==> config.mk <==
export PLATFORM = sky130hd
export DESIGN_NAME = fsub_pipe
export DESIGN_NICKNAME = d
export VERILOG_FILES = /design/src/rtl/fsub_pipe.sv
export SDC_FILE = /design/constraint.sdc
export NUM_CORES = 1
export LEC_CHECK = 0
export CORE_MARGIN = 1.5
export CORE_UTILIZATION = 45
export DETAILED_ROUTE_END_ITERATION = 6
export GPL_TIMING_DRIVEN = 0
export PLACE_DENSITY = 0.71
export SLEW_MARGIN = 10
export SYNTH_ARGS = -nofsm -noshare
export SYNTH_HDL_FRONTEND = slang
export SYNTH_SLANG_ARGS = --single-unit
==> constraint.sdc <==
create_clock -name clk -period 15.1 [get_ports clk]
set_input_delay 2.265 -clock clk [delete_from_list [all_inputs] [get_ports clk]]
set_output_delay 2.265 -clock clk [all_outputs]
set_load 0.05 [all_outputs]
==> src/rtl/fsub_pipe.sv <==
// fsub_pipe: 3-stage pipelined IEEE-754 single-precision subtractor y = x1 - x2 with valid/ready and tag
module fsub_pipe #(
  parameter int TAG_W = 5
) (
  input  logic             clk,
  input  logic             rst,
  input  logic             in_valid,
  output logic             in_ready,
  input  logic [31:0]      x1,
  input  logic [31:0]      x2,
  input  logic [TAG_W-1:0] in_tag,
  output logic             out_valid,
  input  logic             out_ready,
  output logic [31:0]      y,
  output logic             ovf,
  output logic [TAG_W-1:0] out_tag
);
  function automatic logic [4:0] lzc27(input logic [26:0] v);
    lzc27 = 5'd27;
    for (int i = 0; i < 27; i++)
      if (v[i]) lzc27 = 5'(26 - i);
  endfunction
  logic en, v1, v2;
  assign en = ~out_valid | out_ready;
  assign in_ready = en;
  logic        sa, sb, swap, sl, ss, nan1, nan2, inf1, inf2, spec;
  logic [7:0]  ea, eb, el, es, d;
  logic [23:0] ma, mb, ml, ms;
  logic [4:0]  shamt;
  logic [57:0] ext;
  logic [31:0] sv;
  always_comb begin
    sa = x1[31];
    sb = ~x2[31];
    ea = (x1[30:23] == 8'd0) ? 8'd1 : x1[30:23];
    eb = (x2[30:23] == 8'd0) ? 8'd1 : x2[30:23];
    ma = {|x1[30:23], x1[22:0]};
    mb = {|x2[30:23], x2[22:0]};
    swap = {eb, mb} > {ea, ma};
    el = swap ? eb : ea;
    es = swap ? ea : eb;
    ml = swap ? mb : ma;
    ms = swap ? ma : mb;
    sl = swap ? sb : sa;
    ss = swap ? sa : sb;
    d = el - es;
    shamt = (d > 8'd31) ? 5'd31 : d[4:0];
    ext = {ms, 34'd0} >> shamt;
    nan1 = (&x1[30:23]) & (|x1[22:0]);
    nan2 = (&x2[30:23]) & (|x2[22:0]);
    inf1 = (&x1[30:23]) & ~(|x1[22:0]);
    inf2 = (&x2[30:23]) & ~(|x2[22:0]);
    spec = nan1 | nan2 | inf1 | inf2;
    sv = nan1 ? (x1 | 32'h0040_0000) :
         nan2 ? (x2 | 32'h0040_0000) :
         (inf1 & inf2 & (x1[31] == x2[31])) ? 32'hFFC0_0000 :
         inf1 ? x1 : {~x2[31], x2[30:0]};
  end
  logic             r1_sign, r1_sub, r1_zs, r1_st, r1_spec;
  logic [7:0]       r1_e;
  logic [23:0]      r1_ml;
  logic [25:0]      r1_al;
  logic [31:0]      r1_sv;
  logic [TAG_W-1:0] r1_tag;
  // sticky sits in the LSB column so a borrow from discarded bits propagates correctly
  logic [27:0] sum;
  logic [26:0] n, nl;
  logic [4:0]  lz;
  logic [7:0]  em1, sh;
  logic [8:0]  e0, e2;
  always_comb begin
    sum = r1_sub ? {1'b0, r1_ml, 3'b000} - {1'b0, r1_al, r1_st}
                 : {1'b0, r1_ml, 3'b000} + {1'b0, r1_al, r1_st};
    lz = lzc27(sum[26:0]);
    em1 = r1_e - 8'd1;
    sh = ({3'd0, lz} < em1) ? {3'd0, lz} : em1;
    nl = sum[26:0] << sh;
    e0 = {1'b0, r1_e} - {1'b0, sh};
    n = sum[27] ? {sum[27:2], sum[1] | sum[0]} : nl;
    e2 = sum[27] ? {1'b0, r1_e} + 9'd1 : (nl[26] ? e0 : 9'd0);
  end
  logic             r2_sign, r2_zs, r2_zero, r2_spec;
  logic [8:0]       r2_e;
  logic [26:0]      r2_m;
  logic [31:0]      r2_sv;
  logic [TAG_W-1:0] r2_tag;
  logic        up, big, ovf_d;
  logic [24:0] mr;
  logic [8:0]  ep;
  logic [22:0] frac;
  logic [31:0] y_d;
  always_comb begin
    up = r2_m[2] & (r2_m[1] | r2_m[0] | r2_m[3]);
    mr = {1'b0, r2_m[26:3]} + {24'd0, up};
    ep = (r2_e == 9'd0) ? {8'd0, mr[23]} : r2_e + {8'd0, mr[24]};
    frac = mr[24] ? mr[23:1] : mr[22:0];
    big = ep >= 9'd255;
    y_d = r2_spec ? r2_sv :
          r2_zero ? {r2_zs, 31'd0} :
          big ? {r2_sign, 8'hFF, 23'd0} : {r2_sign, ep[7:0], frac};
    ovf_d = v2 & ~r2_spec & ~r2_zero & big;
  end
  always_ff @(posedge clk) begin
    if (rst) begin
      v1 <= 1'b0;
      v2 <= 1'b0;
      out_valid <= 1'b0;
      y <= 32'd0;
      ovf <= 1'b0;
      out_tag <= '0;
    end else if (en) begin
      v1 <= in_valid;
      r1_sign <= sl;
      r1_sub <= sl ^ ss;
      r1_zs <= sa & sb;
      r1_e <= el;
      r1_ml <= ml;
      r1_al <= ext[57:32];
      r1_st <= |ext[31:0];
      r1_spec <= spec;
      r1_sv <= sv;
      r1_tag <= in_tag;
      v2 <= v1;
      r2_sign <= r1_sign;
      r2_zs <= r1_zs;
      r2_zero <= sum == 28'd0;
      r2_e <= e2;
      r2_m <= n;
      r2_spec <= r1_spec;
      r2_sv <= r1_sv;
      r2_tag <= r1_tag;
      out_valid <= v2;
      y <= y_d;
      ovf <= ovf_d;
      out_tag <= r2_tag;
    end
  end
endmodule

==> qor.yml <==
route:
  route.met2.wl_um: 27900
  num_vias: 16700
  drt_iter0_drc: 1429
  drc: 0
  first_pass_iters: 6
  top_layer: "met4"
  wl_met3_um: 4390
  ant_nets: 0
  finalWirelength_um: 60800
  wl_per_cell_um: 22.8
  wl_met1_um: 25200
  viasPerCell: 6.25
power_and_ir_drop:
  pwr-share-clk_pct: 22.3
  seqPwrFrac_pct: 31.7
  p_leak_nw: 7.66
  p_comb_share_pct: 46.0
  p_sw_mw: 1.03
  swShare_pct: 41.1
  ir_drop_mv: 0.0678
  internal-power_mw: 1.48
  p_per_area_mw_per_mm2: 126
worst_setup_path:
  worstPathRequired_ns: 15.35
  r2r-start: "r1_ml[0]"
  crit_family: "compound AO/OA/AOI/OAI gates"
  r2r_end: "r2_e[8]"
  cp-startpoint: "x1[28]"
  ff2ff_setup_slack_ns: 6.77
  cp.buffers_inverters: 7
  startpoint_type: "input pin"
  path_common_cell: "clkbuf_1"
  critPathCaptureType: "flop"
  crit_end: "r1_st"
  rr_worst_depth: 31
  worst-path-stages: 32
  arrival_ns: 11.55
  critPathMaxStageDelay_ns: 0.76
  slowest_stage: "o32ai_2"
  critPathKind: "input pin to flop"
  cp_max_fo: 10
grt:
  grt_pass1_vias: 15500
  grt_start_max_net_pins: 35
  grt_use_total_pct: 30.0
  overflow: 0
  antenna_found_initial: 0
  grt_pass1_wl_um: 90500
die:
  rows: 71
  initial_core_util_pct: 45.8
  dieArea_mm2: 0.0396
  die_height_um: 199
  core-area_mm2: 0.0378
  die_x_um: 199
  ioPinCount: 113
timing:
  finClkSkew_ns: 0.0165
  max_freq_ghz: 0.0885
  hold_viol: 0
  tightest_slew_ns: 0.974
  max_slew_margin_pct: 34.1
  maxSlewViolCount: 0
  rsz0062_at_grt: "false"
  tns_ns: 0
  finalCritPeriodShare_pct: 74.8
  period_minus_slack_ns: 11.30
  whs_ns: 0.418
  finalSetupViolations: 0
cts:
  numCtsBuffers: 24
  clkSinkCount: 218
  cts_tree: "yes"
  cts_resized: 0
  cts_max_path_buffers: 3
  hold_buffers: 0
  clock_latency_ns: 0.54
  post_cts_buffers: 0
  htree_num_levels: 1
  clock-root-buffer: "clkbuf_16"
  path_clk_slew_ns: 0.06
yosys:
  synth.distinct_cells: 102
  synth.cell_area_mm2: 0.0173
  synth_top_flop_cell: "edfxtp_1"
  synth_cells: 1996
  yosys-top-cells-area: "edfxtp_1 31%, ha_1 7.2%, dfxtp_1 4.7%"
  yosysWarnings: 0
  synth_top_cell_by_area: "edfxtp_1"
  avgSynthCellArea_um2: 8.67
  async_reset_ff_share_pct: 0
  yosysSeqAreaShare_pct: 35.5
  yosysTopAreaCellShare_pct: 30.7
  ys_top_cells_by_count: "202 x nand2_1, 200 x nor2_1, 177 x edfxtp_1"
  synth.most_common_cell: "nand2_1"
  synth_edf_count: 177
  ys_ff_latch: 218
min_path:
  min_path_type: "flop to flop"
  min_from: "r1_tag[4]"
run_status:
  outcome: "finished, final reports clean"
place:
  gp_congestion: 0.977
  io_buffer_count: 110
  hpwl_um: 48400
final_layout:
  drive_above_1_share_pct: 6.82
  antenna_cells: 0
  syn_to_final_growth_pct: 15.2
  nNetsFinal: 2313
  final_core_util_pct: 52.8
run:
  drv_cap: 0
[per-layer routing]
layer / vias to the layer above / track usage [%]
li1: 7742 / -
met1: 7976 / 39.3
met2: 795 / 48.3
met3: 167 / 3.68
met4: 0 / 16.3
met5: - / 0
[layout by cell type, fill, tap and decap left out, types with 15 or more instances in the layout]
cell / Yosys / layout
nand3_1: 37 / 37
a21oi_1: 146 / 146
buf_2: 22 / 22
o21ai_0: 104 / 104
edfxtp_1: 177 / 177
clkbuf_1: 73 / 75
o211ai_1: 41 / 41
xor2_1: 24 / 24
nand2_1: 202 / 202
a22o_1: 27 / 27
mux2i_1: 57 / 57
nor2b_1: 18 / 18
and2_1: 39 / 39
dfxtp_1: 41 / 41
a221oi_1: 20 / 20
o31ai_1: 16 / 16
a211oi_1: 38 / 38
nand2b_1: 18 / 18
clkbuf_16: 0 / 24
a21o_1: 21 / 21
and3_1: 15 / 15
o22ai_1: 46 / 46
clkdlybuf4s50_1: 0 / 110
inv_1: 108 / 108
a22oi_1: 15 / 15
nor2_1: 200 / 199
mux2_2: 20 / 20
nor4_1: 26 / 26
a31oi_1: 17 / 17
ha_1: 99 / 99
xnor2_1: 46 / 46
nor3_1: 50 / 50
nand4_1: 30 / 30
[per-stage QoR]
stage	area, um2	power (mW)	setup slack (ns)	std cells
2_1_floorplan	17300	1.58	4.30	1997
3_3_place_gp	19000	1.93	1.15	2618
3_5_place_dp	19200	1.93	3.45	2624
4_1_cts	19900	2.49	3.97	2668
5_1_grt	19900	2.63	3.30	2668
6_report	19900	2.51	3.80	2668
[logic make-up (layout without fill, tap and decap cells)]
kind of cell	count (synthesis)	after routing	share of synthesized area [%]
adders and majority gates	101	101	7.39
and+or+nand+nor	684	684	18.7
xor gates and xnor gates	71	71	3.64
AOI/OAI and AO/OA	606	606	24.0
other	1	2	0.0217
DFF	218	218	35.5
muxes	80	80	4.90
buffers and inverters	235	395	5.93
[power by group through the flow]
stage                     sequential, mW  clock (mW)  combinational [mW]
final                              0.796       0.559                1.15
after global routing               0.803       0.594                1.23
after CTS                          0.796       0.573                1.13
after detailed placement           0.808           0                1.12
after global placement             0.813           0                1.11
after floorplan                    0.829           0               0.747
[worst min-delay path by stage]
stage,to,slack [ns],cells past startpoint
after CTS,r2_sv[25],0.42,0
final,r2_tag[4],0.42,0
after floorplan,r2_sign,0.40,0
after detailed placement,r2_sv[1],0.40,0
after global placement,r2_tag[2],0.40,0
after global routing,r2_sv[7],0.42,0
[sequential cells by signal, indices dropped and copies added, names as in the netlist, 5 cells and up]
signal,flops
r1_ml,24
r1_e,8
r2_e,9
r1_al,26
r1_sv,32
r2_sv,32
r2_m,27
y,32
r2_tag,5
out_tag,5
r1_tag,5
[layout make-up]
cell class | instances | area (um2)
fill | 3453 | 17800
multi-input combinational | 1544 | 10100
sequential | 218 | 6140
timing repair buffer | 116 | 1230
tap | 511 | 639
clock buffer | 26 | 608
buffer | 122 | 599
inverter | 113 | 427
clock inverter | 18 | 148
(Power assumes the default switching activity.)
